**src/rtl/game_pkg.sv**
```systemverilog
// Shared types and constants for the multi-enemy tank game controller.
package game_pkg;

    typedef enum logic [1:0] {
        ST_IDLE = 2'd0,
        ST_PLAY = 2'd1,
        ST_OVER = 2'd2
    } state_t;

    localparam logic MODE_CLASSIC = 1'b0;
    localparam logic MODE_TIMED   = 1'b1;

    localparam int DISP_W = 16;

endpackage

```
**src/rtl/game_logic_multi_score_adder_sat.sv**
```systemverilog
// N-input saturating adder; each channel is zero-extended and the sum clamps at all-ones.
module score_adder_sat #(
    parameter int N_ENEMY = 4,
    parameter int SCORE_W = 5,
    parameter int TOTAL_W = 8
) (
    input  logic [N_ENEMY*SCORE_W-1:0] scores,
    output logic [TOTAL_W-1:0]         sum
);

    // Wide enough accumulator that the full sum of up to 8 channels never wraps.
    localparam int ACC_W = TOTAL_W + SCORE_W + 4;
    localparam logic [ACC_W-1:0] SAT_C = {{(ACC_W-TOTAL_W){1'b0}}, {TOTAL_W{1'b1}}};

    logic [ACC_W-1:0] acc_s;

    // Accumulate all channels, then clamp to the output range.
    always_comb begin
        acc_s = {ACC_W{1'b0}};
        for (int i = 0; i < N_ENEMY; i++) begin
            acc_s = acc_s + ACC_W'(scores[i*SCORE_W +: SCORE_W]);
        end
        if (acc_s > SAT_C) begin
            sum = {TOTAL_W{1'b1}};
        end else begin
            sum = acc_s[TOTAL_W-1:0];
        end
    end

endmodule

```
**src/rtl/game_logic_multi.sv**
```systemverilog
// Game controller: score summing, HP with hit/heal, optional countdown, final and high score.
module game_logic_multi
    import game_pkg::*;
#(
    parameter int N_ENEMY   = 4,
    parameter int SCORE_W   = 5,
    parameter int TOTAL_W   = 8,
    parameter int HP_W      = 5,
    parameter int HP_INIT   = 8,
    parameter int HP_MAX    = 16,
    parameter int TIME_INIT = 60
) (
    input  logic                       clk,
    input  logic                       rst_n,
    input  logic                       enable_game,
    input  logic                       mode,
    input  logic                       clear_score,
    input  logic                       mytank_state,
    input  logic                       heal,
    input  logic                       sec_tick,
    input  logic [N_ENEMY*SCORE_W-1:0] scores,
    output logic [HP_W-1:0]            hp_value,
    output logic [7:0]                 time_left,
    output logic [DISP_W-1:0]          seg_value,
    output logic [DISP_W-1:0]          led_value,
    output logic                       gameover,
    output logic [TOTAL_W-1:0]         final_score,
    output logic [TOTAL_W-1:0]         high_score
);

    localparam logic [HP_W-1:0] HP_INIT_C   = HP_W'(HP_INIT);
    localparam logic [HP_W-1:0] HP_MAX_C    = HP_W'(HP_MAX);
    localparam logic [7:0]      TIME_INIT_C = 8'(TIME_INIT);

    state_t               state_r, state_next_s;
    logic                 mode_r, prev_tank_r, gameover_r, hit_s, end_s;
    logic [HP_W-1:0]      hp_r, hp_next_s;
    logic [7:0]           time_r, time_next_s;
    logic [TOTAL_W-1:0]   sum_s, score_r, final_r, high_r;

    score_adder_sat #(
        .N_ENEMY(N_ENEMY),
        .SCORE_W(SCORE_W),
        .TOTAL_W(TOTAL_W)
    ) u_adder (
        .scores(scores),
        .sum   (sum_s)
    );

    // Candidate HP/timer values for a PLAY cycle and the game-ending condition they imply.
    always_comb begin
        hit_s = prev_tank_r & ~mytank_state;
        if (hit_s && !heal) begin
            if (hp_r != {HP_W{1'b0}}) begin
                hp_next_s = hp_r - {{(HP_W-1){1'b0}}, 1'b1};
            end else begin
                hp_next_s = hp_r;
            end
        end else if (heal && !hit_s) begin
            if (hp_r < HP_MAX_C) begin
                hp_next_s = hp_r + {{(HP_W-1){1'b0}}, 1'b1};
            end else begin
                hp_next_s = hp_r;
            end
        end else begin
            hp_next_s = hp_r;
        end
        if (mode_r == MODE_TIMED && sec_tick && time_r != 8'd0) begin
            time_next_s = time_r - 8'd1;
        end else begin
            time_next_s = time_r;
        end
        end_s = (hp_next_s == {HP_W{1'b0}}) || (mode_r == MODE_TIMED && time_next_s == 8'd0);
    end

    // Next-state logic; an abort takes priority over a simultaneous end condition.
    always_comb begin
        state_next_s = state_r;
        case (state_r)
            ST_IDLE: begin
                if (enable_game) state_next_s = ST_PLAY;
                else             state_next_s = ST_IDLE;
            end
            ST_PLAY: begin
                if (!enable_game) state_next_s = ST_IDLE;
                else if (end_s)   state_next_s = ST_OVER;
                else              state_next_s = ST_PLAY;
            end
            ST_OVER: begin
                if (!enable_game) state_next_s = ST_IDLE;
                else              state_next_s = ST_OVER;
            end
            default: state_next_s = ST_IDLE;
        endcase
    end

    // State register.
    always_ff @(posedge clk or negedge rst_n) begin
        if (!rst_n) state_r <= ST_IDLE;
        else        state_r <= state_next_s;
    end

    // Game datapath: edge detect, HP, timer, live/final/high score, gameover flag.
    always_ff @(posedge clk or negedge rst_n) begin
        if (!rst_n) begin
            prev_tank_r <= 1'b1;
            mode_r      <= MODE_CLASSIC;
            gameover_r  <= 1'b0;
            hp_r        <= HP_INIT_C;
            time_r      <= TIME_INIT_C;
            score_r     <= {TOTAL_W{1'b0}};
            final_r     <= {TOTAL_W{1'b0}};
            high_r      <= {TOTAL_W{1'b0}};
        end else begin
            prev_tank_r <= mytank_state;
            case (state_r)
                ST_IDLE: begin
                    if (enable_game) begin
                        hp_r    <= HP_INIT_C;
                        time_r  <= TIME_INIT_C;
                        mode_r  <= mode;
                        final_r <= {TOTAL_W{1'b0}};
                        score_r <= {TOTAL_W{1'b0}};
                    end else if (clear_score) begin
                        final_r <= {TOTAL_W{1'b0}};
                    end else begin
                        final_r <= final_r;
                    end
                end
                ST_PLAY: begin
                    score_r <= sum_s;
                    hp_r    <= hp_next_s;
                    time_r  <= time_next_s;
                    if (state_next_s == ST_OVER) begin
                        gameover_r <= 1'b1;
                        final_r    <= score_r;
                        if (score_r > high_r) high_r <= score_r;
                        else                  high_r <= high_r;
                    end else begin
                        gameover_r <= 1'b0;
                    end
                end
                ST_OVER: begin
                    if (!enable_game) gameover_r <= 1'b0;
                    else              gameover_r <= 1'b1;
                end
                default: gameover_r <= 1'b0;
            endcase
        end
    end

    // Display mux and HP thermometer, both decoded from registered state.
    always_comb begin
        seg_value = {DISP_W{1'b0}};
        case (state_r)
            ST_PLAY: seg_value = DISP_W'(score_r);
            ST_OVER: seg_value = DISP_W'(final_r);
            ST_IDLE: begin
                if (clear_score) seg_value = {DISP_W{1'b0}};
                else             seg_value = DISP_W'(final_r);
            end
            default: seg_value = {DISP_W{1'b0}};
        endcase
        for (int i = 0; i < DISP_W; i++) begin
            led_value[i] = (32'(hp_r) > 32'(i));
        end
    end

    assign hp_value    = hp_r;
    assign time_left   = time_r;
    assign gameover    = gameover_r;
    assign final_score = final_r;
    assign high_score  = high_r;

endmodule
```
**config.mk**
```make
export PLATFORM = sky130hd
export DESIGN_NAME = game_logic_multi
export DESIGN_NICKNAME = d
export VERILOG_FILES = /design/src/rtl/game_pkg.sv /design/src/rtl/game_logic_multi_score_adder_sat.sv /design/src/rtl/game_logic_multi.sv
export SDC_FILE = /design/constraint.sdc
export NUM_CORES = 1
export LEC_CHECK = 0
export ABC_AREA = 1
export BUFFER_PORTS_ARGS = -buffer_cell sky130_fd_sc_hd__buf_2
export CAP_MARGIN = 20
export CELL_PAD_IN_SITES_DETAIL_PLACEMENT = 2
export CELL_PAD_IN_SITES_GLOBAL_PLACEMENT = 2
export CORE_AREA = 2 2 108 110
export CTS_CLUSTER_SIZE = 25
export DETAILED_ROUTE_END_ITERATION = 8
export DIE_AREA = 0 0 110 112
export PLACE_DENSITY = 0.88
export SLEW_MARGIN = 5
export SYNTH_ARGS = -nofsm -noshare
export SYNTH_HDL_FRONTEND = slang
export SYNTH_SLANG_ARGS = --single-unit
```
**constraint.sdc**
```tcl
create_clock -name clk -period 6 [get_ports clk]
set_input_delay 0.6 -clock clk [delete_from_list [all_inputs] [get_ports clk]]
set_output_delay 0.6 -clock clk [all_outputs]
set_load 0.01 [all_outputs]
```
After elaboration in Yosys (flattened, before gate mapping) --
Index checks and enable logic that the tools add are counted.
Storage, ports and cells: input bits 28, bits in registers 42, logic and storage cells 86, output and inout port bits 62
Operators by class: bitwise operators 2, mux-type cells 26, $add $sub $neg 6, equal/unequal tests 6, magnitude comparators 19, reduce and logical (&&, ||, !) cells 18
Operator list (number):
- 8-bit 2-to-1 mux | 8
- 8-bit one-hot mux with 2 select lines | 3
- 5-bit by 4-bit greater-than comparator with 1-bit output, second input constant | 8
- 17-bit by 5-bit adder with 17-bit output | 2
- 5-bit 2-to-1 mux | 5
- 8-bit one-hot mux with 3 select lines | 1
- 5-bit by 3-bit greater-than comparator with 1-bit output, second input constant | 4
- 17-bit by 8-bit greater-than comparator with 1-bit output, second input constant | 1
- 5-bit by 1-bit greater-than comparator with 1-bit output, second input constant | 2
- 5-bit by 2-bit greater-than comparator with 1-bit output, second input constant | 2
- 5-bit one-hot mux with 2 select lines | 1
- 8-bit greater-than comparator | 1
- 8-bit logical NOT | 1
- 8-bit nonzero test | 1
- 8-bit by 1-bit subtractor with 8-bit output, second input constant | 1
- 5-bit by 5-bit adder with 6-bit output | 1
- 2-bit 2-to-1 mux | 3
- 2-bit one-hot mux with 3 select lines | 1
- 3-bit AND reduction | 2
- 5-bit by 1-bit adder with 5-bit output, second input constant | 1
- 1-bit logical AND | 5
- 5-bit logical NOT | 1
- 5-bit < comparator, second input constant | 1
- 5-bit nonzero test | 1
- other kinds (14) | 20

Depth between registers and ports, before layout --
depth in word-level cells 14, depth in mapped cells 19, mapped depth without buffers 18

Cells and area by module --
A second synthesis with hierarchy kept.
Unflattened totals: cells, all modules 498, area, all modules 3588.4 µm²
By module, submodules not included:
- game_logic_multi | cells each 422, area each 3066.7 µm², seq. area each 1058.5 µm², instances 1
- score_adder_sat | cells each 76, area each 521.8 µm², seq. area each 0.0 µm², instances 1

Worst setup path after synthesis --
Ideal clock, no wire load.
path kind in2reg, start point input port scores[0], end point register score_r[5], buffers on the path 0, cell stages on the path 12, setup slack 2975 ps, arrival time 2946 ps, path through ha_1 > fa_1 > inv_1 > fa_1 > inv_1 > ha_1 > fa_1 > a21o_1 > a21oi_1 > nor2_1 > nor2_1 > o2bb2ai_1
Between the ends: cells in the longest elaborated chain, start to end 6
Ends and longest elaborated chain:
- start: declaration | RTL line game_logic_multi.sv:21 | input logic [N_ENEMY*SCORE_W-1:0] scores,
- 5-bit by 5-bit adder with 6-bit output (*) | RTL line game_logic_multi_score_adder_sat.sv:21 | acc_s = acc_s + ACC_W'(scores[i*SCORE_W +: SCORE_W]);
- 17-bit by 5-bit adder with 17-bit output (*) (2 in series) | RTL line game_logic_multi_score_adder_sat.sv:21
- 17-bit by 8-bit greater-than comparator with 1-bit output | RTL line game_logic_multi_score_adder_sat.sv:23 | if (acc_s > SAT_C) begin
- 8-bit 2-to-1 mux (*) | RTL line game_logic_multi_score_adder_sat.sv:23
- 8-bit one-hot mux with 2 select lines (*) | RTL line game_logic_multi.sv:116 | case (state_r)
- end signal: assignment | RTL line game_logic_multi.sv:111 | score_r <= {TOTAL_W{1'b0}};
- end signal: assignment | RTL line game_logic_multi.sv:123 | score_r <= {TOTAL_W{1'b0}};
- end signal: assignment | RTL line game_logic_multi.sv:131 | score_r <= sum_s;
- end: declaration | RTL line game_logic_multi.sv:39 | logic [TOTAL_W-1:0] sum_s, score_r, final_r, high_r;
Every way passes the cells marked *; elsewhere a longest branch is shown, timed or not. A chain may end at the register's enable or synchronous reset.

Final worst setup path --
Ends and elaborated chain as after synthesis.

==> impl_metrics.yaml <==
outcome:
  status: "complete, no violations"
logic_synthesis:
  yosysWarningCount: 0
  ys.flop_type: "dfrtp_1"
  syn_area_per_cell_um2: 7.32
  ys_ff_latch: 39
  synth_cell_types: 42
  synth_top_family_by_area: "simple AND/OR/NAND/NOR gates"
  synth_xor_xnor_area_share_pct: 2.01
  synth_area_leaders: "dfrtp_1, nand2_1, ha_1"
  synth_compound_area_share_pct: 13.9
  synth_edf_count: 0
  synth_top_cell_by_area: "dfrtp_1"
  synth-simple-area-share_pct: 27.1
  syn_area_um2: 3490
  synthAdderAreaFrac_pct: 14.1
  netlist.area_leader.share_pct: 23.7
  async_flop_share_pct: 100
  synth_mux_area_share_pct: 0.323
  seq_area_frac_synth_pct: 28.2
  synth_cells: 477
route:
  wirelength_mm: 11.0
  wl_per_cell_um: 15.7
  drt-initial-drc-count: 90
  postRouteAntennaNets: 0
  wl_met2_mm: 5.76
  dr.pass1.iters: 4
  top_layer_used: "met4"
  route.detailed.drc: 0
  vias_per_cell: 4.85
  via_count: 3384
  routedLengthMet1_mm: 4.65
  met3_length_um: 399
pwr:
  p_leak_nw: 2.33
  ir_drop_mv: 0.119
  power-per-cell-area_nw_per_um2: 416
  finalPower_mw: 1.71
min_path:
  hp-start: "mytank_state"
  min_path_cells: 1
  hold_class: "in -> reg"
  whs_endpoint: "prev_tank_r$_DFF_PN1_"
timing:
  relSlewSlack_pct: 39.5
  rsz0062_at_grt: "false"
  period_share_pct: 51.4
  fmax_mhz: 324
  holdWs_ps: 433
  setup_viol: 0
  period_needed_ps: 3090
  fin_worst_skew_ps: 3.80
  worst-slew-pin-transition_ps: 907
  hold_violations: 0
  setup_tns_ps: 0
  drv_slew: 0
floorplan:
  die_area_um2: 12300
  die_x_um: 110
  initial_core_util_pct: 31.2
  rows: 39
  core_um2: 11200
  ios: 90
  die_h_um: 112
setup_path:
  reg2reg_depth: 17
  critPathMaxFanout: 2
  cp.arrival_ps: 3290
  r2r_slack_ps: 2950
  endpoint_kind: "flop"
  timing.rr.end: "high_score[0]$_DFFE_PN0P_"
  reg2reg_from: "time_left[0]$_DFFE_PN0P_"
  critical_path_class: "in -> reg"
  required_ps: 6200
  cp-start-kind: "input port"
final_layout:
  final_common_cell: "nand2_1"
  antenna_cells: 0
  fin_area_um2: 4120
  syn_to_final_growth_pct: 17.9
  final_nets: 617
  most-common-layout-cells: "nand2_1, inv_1, buf_2"
  drive_above_1_share_pct: 25.4
  post-route-util_pct: 36.8
grt:
  grt_max_degree: 40
  grt_usage_pct: 18.4
  grt_antenna_before_repair: 0
  grt_overflow: 0
  grt_pass1_wl_mm: 18.2
  first_global_vias: 3700
clocking:
  postCtsSetupRepairBufs: 0
  clock_tree.buffer_depth: 2
  cts_buffers: 5
  clkSinkCount: 39
  worstSkewPairLatency_ps: 280
  cts_root_buf: "clkbuf_16"
  htree_num_levels: 2
  clk_pin_slew_worst_paths_ps: 60
  cts_tree: "built"
  postCtsHoldBufs: 0
  cts_resized: 0
placement:
  placed_area_um2: 3970
  dp_hpwl_mm: 8.69
  port_buffers: 78
  gp_congestion: 0.806
job:
  cap_violations: 0
==> per-layer routing <==
layer,GRT usage (%),vias up
met5,0,-
met4,4.30,0
met3,2.52,11
met2,33.7,73
met1,22.4,1673
li1,-,1627
==> flip-flops by register name, indices dropped and copies added, names as in the netlist <==
name,flops
time_left,8
final_score,7
high_score,7
score_r,7
hp_value,5
state_r,2
gameover,1
mode_r,1
prev_tank_r,1
==> worst max-delay path, cell delays in order <==
cell and delay, ps:
buf_2 100, ha_1 220, fa_1 490, inv_1 50, fa_1 470, inv_1 40
ha_1 210, fa_1 420, a21o_1 180, a21oi_1 200, nor2_1 80, nor2_1 100
o2bb2ai_1 120
==> power by group <==
part | internal [mW] | switching, mW | total (mW)
logic | 0.353 | 0.637 | 0.990
registers | 0.355 | 0.110 | 0.465
clock network | 0.154 | 0.103 | 0.256
==> how the worst max path moves through the flow <==
stage	start	endpoint	slack, ps	cells past startpoint
floorplan	scores[0]	score_r[5]$_DFFE_PN0P_	2980	12
global placement	scores[0]	score_r[5]$_DFFE_PN0P_	2760	13
detailed placement	scores[0]	score_r[5]$_DFFE_PN0P_	2620	13
CTS	state_r[1]$_DFF_PN0_	hp_value[0]$_DFFE_PN0P_	2690	6
global route	time_left[0]$_DFFE_PN0P_	high_score[0]$_DFFE_PN0P_	2670	17
finish	scores[0]	score_r[5]$_DFFE_PN0P_	2910	13
==> per-stage QoR <==
stage	instances	setup WS, ps
after floorplan	487	2980
after global placement	689	2760
after detailed placement	689	2620
after CTS	697	2690
after global routing	698	2670
final	698	2910
==> kinds of logic (layout without fill, tap and decap cells) <==
group,after synthesis,count (layout)
other,1,11
XOR/XNOR,8,8
AND/OR/NAND/NOR,202,202
adder cells (fa/ha/maj),35,35
multiplexers,1,1
AO/OA/AOI/OAI,76,76
buffers and inverters,115,183
flip-flops,39,39
==> final cells by class <==
type,instances,area [um2]
fill,1328,7060
multi-input combinational,333,2050
sequential,39,983
timing repair buffer,79,402
inverter,96,365
tap,143,179
clock buffer,7,133
clock inverter,1,5.00
==> cell usage after synthesis (all sizes together), types with 2 or more instances <==
library cell  instances
o2bb2ai               2
nand3b                3
nand4                 2
xor2                  6
ha                   28
dfstp                 6
nand2               125
a31oi                 6
o21bai                2
dfrtp                33
and2                  3
buf                  14
nor2                 39
clkbuf                5
a21oi                10
fa                    7
xnor2                 2
o21ai                41
o22ai                10
nand3                29
inv                  95
Power figures use the tool's default switching activity.
